**config.mk**
```make
export PLATFORM = sky130hd
export DESIGN_NAME = mem_tx_streamer
export DESIGN_NICKNAME = d
export VERILOG_FILES = /design/src/rtl/mem_tx_streamer.sv
export SDC_FILE = /design/constraint.sdc
export NUM_CORES = 1
export LEC_CHECK = 0
export ABC_AREA = 1
export BUFFER_PORTS_ARGS = -buffer_cell sky130_fd_sc_hd__buf_4
export CORE_ASPECT_RATIO = 0.7
export CORE_MARGIN = 4
export CORE_UTILIZATION = 46
export CTS_BUF_LIST = sky130_fd_sc_hd__clkbuf_4 sky130_fd_sc_hd__clkbuf_8
export CTS_CLUSTER_DIAMETER = 30
export CTS_CLUSTER_SIZE = 40
export DETAILED_ROUTE_END_ITERATION = 16
export GPL_ROUTABILITY_DRIVEN = 0
export HOLD_SLACK_MARGIN = 0.06
export PLACE_DENSITY_LB_ADDON = 0.2
export SYNTH_ARGS = -nofsm -noshare
export SYNTH_HDL_FRONTEND = slang
export SYNTH_SLANG_ARGS = --single-unit
```
**constraint.sdc**
```tcl
create_clock -name clk -period 2.4 [get_ports clk]
set_clock_uncertainty 0.05 [all_clocks]
set_input_delay 0.12 -clock clk [delete_from_list [all_inputs] [get_ports clk]]
set_output_delay 0.12 -clock clk [all_outputs]
set_load 0.05 [all_outputs]
```
**src/rtl/mem_tx_streamer.sv**
```systemverilog
// Streams a frame from the TX frame buffer to the MAC as a valid/ready byte stream,
// optionally zero-padding short frames; a 2-entry skid FIFO hides the read latency.
module mem_tx_streamer #(
   parameter int unsigned MIN_LEN = 60
) (
   input  logic        clk,
   input  logic        rstn,
   input  logic        start,
   input  logic [11:0] tx_len,
   input  logic        pad_en,
   input  logic        abort,
   output logic        mem_en,
   output logic [10:0] mem_addr,
   input  logic [7:0]  mem_rdata,
   output logic [7:0]  tx_data,
   output logic        tx_valid,
   output logic        tx_last,
   input  logic        tx_ready,
   output logic        busy,
   output logic        done
);

   typedef enum logic [1:0] {StIdle, StFetch, StPad, StDrain} stateT;

   localparam logic [11:0] MinLen = 12'(MIN_LEN);

   stateT stateQ, stateD;

   logic [11:0] lenQ, totalQ, rdCntQ, padCntQ, pushIdxQ;
   logic        inflightQ, doneQ;

   logic [1:0][7:0] fifoDataQ;
   logic [1:0]      fifoLastQ;
   logic            fifoWrQ, fifoRdQ;
   logic [1:0]      fifoCountQ;

   logic       pop, budgetOk, startOk, memEn, padPush, pushValid, pushLast;
   logic [7:0] pushData;
   logic [2:0] occ;

   assign tx_valid = (fifoCountQ != 2'd0);
   assign tx_data  = fifoDataQ[fifoRdQ];
   assign tx_last  = tx_valid & fifoLastQ[fifoRdQ];
   assign mem_en   = memEn;
   assign mem_addr = rdCntQ[10:0];
   assign busy     = (stateQ != StIdle);
   assign done     = doneQ;

   always_comb begin
      pop     = tx_valid & tx_ready;
      // Entries held plus the read in flight must leave a slot after this cycle's pop.
      occ      = {1'b0, fifoCountQ} + {2'b00, inflightQ};
      budgetOk = occ < (3'd2 + {2'b00, pop});
      startOk  = start && (tx_len != 12'd0) && (tx_len <= 12'd2048);
      stateD   = stateQ;
      memEn    = 1'b0;
      padPush  = 1'b0;
      unique case (stateQ)
         StIdle: begin
            if (startOk) stateD = StFetch;
         end
         StFetch: begin
            if (budgetOk) begin
               memEn = 1'b1;
               if (rdCntQ == lenQ - 12'd1) stateD = (totalQ > lenQ) ? StPad : StDrain;
            end
         end
         StPad: begin
            if (!inflightQ && budgetOk) begin
               padPush = 1'b1;
               if (padCntQ == totalQ - lenQ - 12'd1) stateD = StDrain;
            end
         end
         StDrain: begin
            if (pop && tx_last) stateD = StIdle;
         end
         default: stateD = StIdle;
      endcase
      if (abort) begin
         stateD  = StIdle;
         memEn   = 1'b0;
         padPush = 1'b0;
      end
      pushValid = (inflightQ | padPush) & ~abort;
      pushData  = inflightQ ? mem_rdata : 8'h00;
      pushLast  = (pushIdxQ == totalQ - 12'd1);
   end

   always_ff @(posedge clk or negedge rstn) begin
      if (!rstn) begin
         stateQ     <= StIdle;
         lenQ       <= '0;
         totalQ     <= '0;
         rdCntQ     <= '0;
         padCntQ    <= '0;
         pushIdxQ   <= '0;
         inflightQ  <= 1'b0;
         doneQ      <= 1'b0;
         fifoDataQ  <= '0;
         fifoLastQ  <= '0;
         fifoWrQ    <= 1'b0;
         fifoRdQ    <= 1'b0;
         fifoCountQ <= '0;
      end else begin
         stateQ    <= stateD;
         inflightQ <= memEn;
         doneQ     <= (stateQ == StDrain) & pop & tx_last & ~abort;
         if (stateQ == StIdle && startOk && !abort) begin
            lenQ     <= tx_len;
            totalQ   <= (pad_en && tx_len < MinLen) ? MinLen : tx_len;
            rdCntQ   <= '0;
            padCntQ  <= '0;
            pushIdxQ <= '0;
         end
         if (memEn) rdCntQ <= rdCntQ + 12'd1;
         if (padPush) padCntQ <= padCntQ + 12'd1;
         if (abort) begin
            fifoWrQ    <= 1'b0;
            fifoRdQ    <= 1'b0;
            fifoCountQ <= '0;
         end else begin
            if (pushValid) begin
               fifoDataQ[fifoWrQ] <= pushData;
               fifoLastQ[fifoWrQ] <= pushLast;
               fifoWrQ            <= ~fifoWrQ;
               pushIdxQ           <= pushIdxQ + 12'd1;
            end
            if (pop) fifoRdQ <= ~fifoRdQ;
            fifoCountQ <= fifoCountQ + {1'b0, pushValid} - {1'b0, pop};
         end
      end
   end

endmodule

```
==> flow_metrics.py <==
metrics = {
    "floorplan": {
        "row_count": 34,
        "die_y_microns": 102,
        "start_util": 0.471,
        "core_area_sq_mm": 0.0124,
        "die_area_sq_mm": 0.0146,
        "num_io_pins": 50,
        "die_w_microns": 143,
    },
    "power_and_ir_drop": {
        "total_power_w": 0.00873,
        "peakVddDrop_v": 0.000615,
        "p_per_area_mw_per_mm2": 1230,
        "leakage_nw": 3.53,
    },
    "outcome": {
        "status": "completed",
    },
    "synthesis": {
        "ys_ff_latch": 86,
        "ys_top_cells_by_area": "dfrtp_1, nand2_1, inv_1",
        "async_flop_share": 1.00,
        "yosysTopAreaCell": "dfrtp_1",
        "netlist_instances": 803,
        "synth_edf_count": 0,
        "ys_warn_count": 0,
        "synth_cell_types": 42,
        "syn_area_sq_mm": 0.00586,
        "syn-num-nets": 856,
        "ys.flop_type": "dfrtp_1",
        "synth.top_cell.area_share": 0.368,
        "synth_seq_area_share": 0.368,
        "synth.avg_cell_area_sq_um": 7.29,
    },
    "sta": {
        "finalSetupViolCount": 0,
        "hold_viol_final": 0,
        "rsz0062_at_grt": "yes",
        "finalCriticalPeriod_ns": 2.39,
        "relSlewSlack": 0.556,
        "max_freq_mhz": 418,
        "setup_tns_ns": 0,
        "period_share": 0.996,
        "drv_slew": 0,
        "worstMarginPinSlew_ns": 0.665,
    },
    "finish": {
        "final_cell_mix": "nand2_1, inv_1, dfrtp_1",
        "final_common_cell": "nand2_1",
        "syn_to_final_growth_pct": 21.7,
        "drive_above_1_share": 0.165,
        "fin_nets": 949,
    },
    "setup_path": {
        "cp_common_cell": "nand2_1",
        "endpoint_kind": "register",
        "cp-start-kind": "register",
        "worstSetupPathType": "reg2reg",
        "path_cells": "ha_2 > nand2_1 > nor2_1 > nand3_1 > nand3_1 > nand2_1 > nand2_1 > nand3_1 > nor2_1 > nand3_2 > nand2_2 > nand2_2 > nand2_2 > nand2_1 > nor2_1",
        "crit_arrival_ns": 2.65,
        "critical-path-max-stage-delay_ns": 0.45,
        "required_ns": 2.66,
        "crit_slowest_cell": "dfrtp_1",
        "cp_max_fo": 4,
    },
    "grt": {
        "grt_start_max_net_pins": 50,
        "grt_antenna_before_repair": 0,
        "grt_use_total": 0.214,
        "grt_pass1_vias": 5040,
        "grt_pass1_wl_mm": 24.8,
        "overflow": 0,
    },
    "detailed_routing": {
        "avgRoutedWirePerCell_microns": 14.4,
        "drt_iter0_markers": 443,
        "dr.pass1.iters": 5,
        "via_count": 5519,
        "routed_wl_mm": 15.4,
        "ant_nets": 0,
        "avgViaCountPerCell": 5.19,
        "drc": 0,
    },
    "placement": {
        "hpwlAfterDp_mm": 11.6,
        "io_buffers": 49,
    },
    "clocking": {
        "clkTransAtPathRegs_ns": 0.10,
        "clock-sinks": 86,
        "cts_tree": "yes",
        "h-tree-depth": 3,
        "cts-buffers-inserted": 9,
        "clockRootBuffer": "clkbuf_8",
        "cts_buffer_depth": 2,
        "insertion_delay_ns": 0.37,
    },
    "flow_run": {
        "drv_cap": 0,
    },
    "hold_path": {
        "hp-class": "in2async",
    },
}
[logic make-up (layout without fill, tap and decap cells)]
logic type               count (synthesis)  count (layout)  synth area share
AO/OA/AOI/OAI                          101             101            0.0968
XOR/XNOR                                49              49            0.0780
adder cells (fa/ha/maj)                 27              27            0.0590
buffers and inverters                  132             230            0.0953
flip-flops                              86              86             0.368
multiplexers                             5               5           0.00855
other                                    0               1                 0
AND/OR/NAND/NOR                        403             403             0.295
[critical path: cells and delay by family (launching register included)]
kind | cells | cell delay, ns
flip-flops | 1 | 0.45
AND/OR/NAND/NOR | 14 | 1.43
adder cells (fa/ha/maj) | 1 | 0.40
[synth_stat cells (all sizes together), types with 3 or more instances]
cell and n:
nand2 232, inv 107, dfrtp 86, nor2 78
nand3 60, o21ai 44, xor2 31, a21oi 28
ha 26, nor3 21, buf 19, xnor2 16
o22ai 13, nand4 7, clkbuf 5, mux2i 5
a22oi 4, a21o 3, a31oi 3, o32ai 3
[sequential cells by signal (all words and copies together) (netlist names)]
name and flops:
done 1, fifoCountQ 2, fifoDataQ 16, fifoLastQ 2, fifoRdQ 1, fifoWrQ 1
inflightQ 1, lenQ 12, padCntQ 12, pushIdxQ 12, rdCntQ 12, stateQ 2
totalQ 12
[per-stage QoR]
step                      setup WS, ns  hold WS [ns]   util  instance area [sq um]  instances
after floorplan                0.00629        -0.226      -                   5870        803
after global placement        0.000705         0.136  0.523                   6500       1016
after detailed placement       -0.0396         0.148  0.523                   6500       1016
after CTS                      -0.0237         0.278  0.562                   6980       1055
after global routing            -0.162         0.309  0.573                   7120       1063
final                          0.00929         0.259  0.574                   7120       1064
[repair_timing]
action                                  4_1_cts  5_1_grt
endpoints found under the setup margin        4       37
pin swaps                                     4       14
hold buffers                                 23        0
endpoints found under the hold margin        91        0
gates resized for setup                       4       25
setup buffers                                 0        8
[report_power, final]
part | internal, W | total [W] | switching, W
registers | 0.00185 | 0.00229 | 0.000444
clock network | 0.000605 | 0.00118 | 0.000575
logic | 0.00206 | 0.00526 | 0.00319
total | 0.00452 | 0.00873 | 0.00421
[cell type report]
type	instances	area (sq um)
Antenna cell	1	2.50
Clock buffer	10	131
Clock inverter	6	93.8
Fill cell	1147	5300
Inverter	108	413
Multi-Input combinational cell	585	3260
Sequential cell	86	2150
Tap cell	162	203
Timing Repair Buffer	106	866
[path summary, 6_finish.rpt]
kind / startpoint / endpoint / slack, ns / cells past startpoint
max: totalQ[6]$_DFFE_PN0P_ / stateQ[1]$_DFFE_PN0P_ / 0.009 / 15
min: rstn / fifoDataQ[10]$_DFFE_PN0P_ / 0.26 / 2
max reg2reg: totalQ[6]$_DFFE_PN0P_ / stateQ[1]$_DFFE_PN0P_ / 0.009 / 15
min reg2reg: fifoLastQ[1]$_DFFE_PN0P_ / fifoLastQ[1]$_DFFE_PN0P_ / 0.44 / 2
max in group asynchronous: rstn / padCntQ[9]$_DFFE_PN0P_ / 1.38 / 3
min in group clk: pad_en / totalQ[1]$_DFFE_PN0P_ / 0.32 / 5
[metal layers]
layer  up-vias  part of all wire  track usage
met5         -                 0            0
met4         0             0.018       0.0687
met3        21             0.054       0.0388
met2       144              0.43        0.317
met1      2600              0.50        0.317
li1       2754                 -            -
Power figures use the tool's default switching activity.
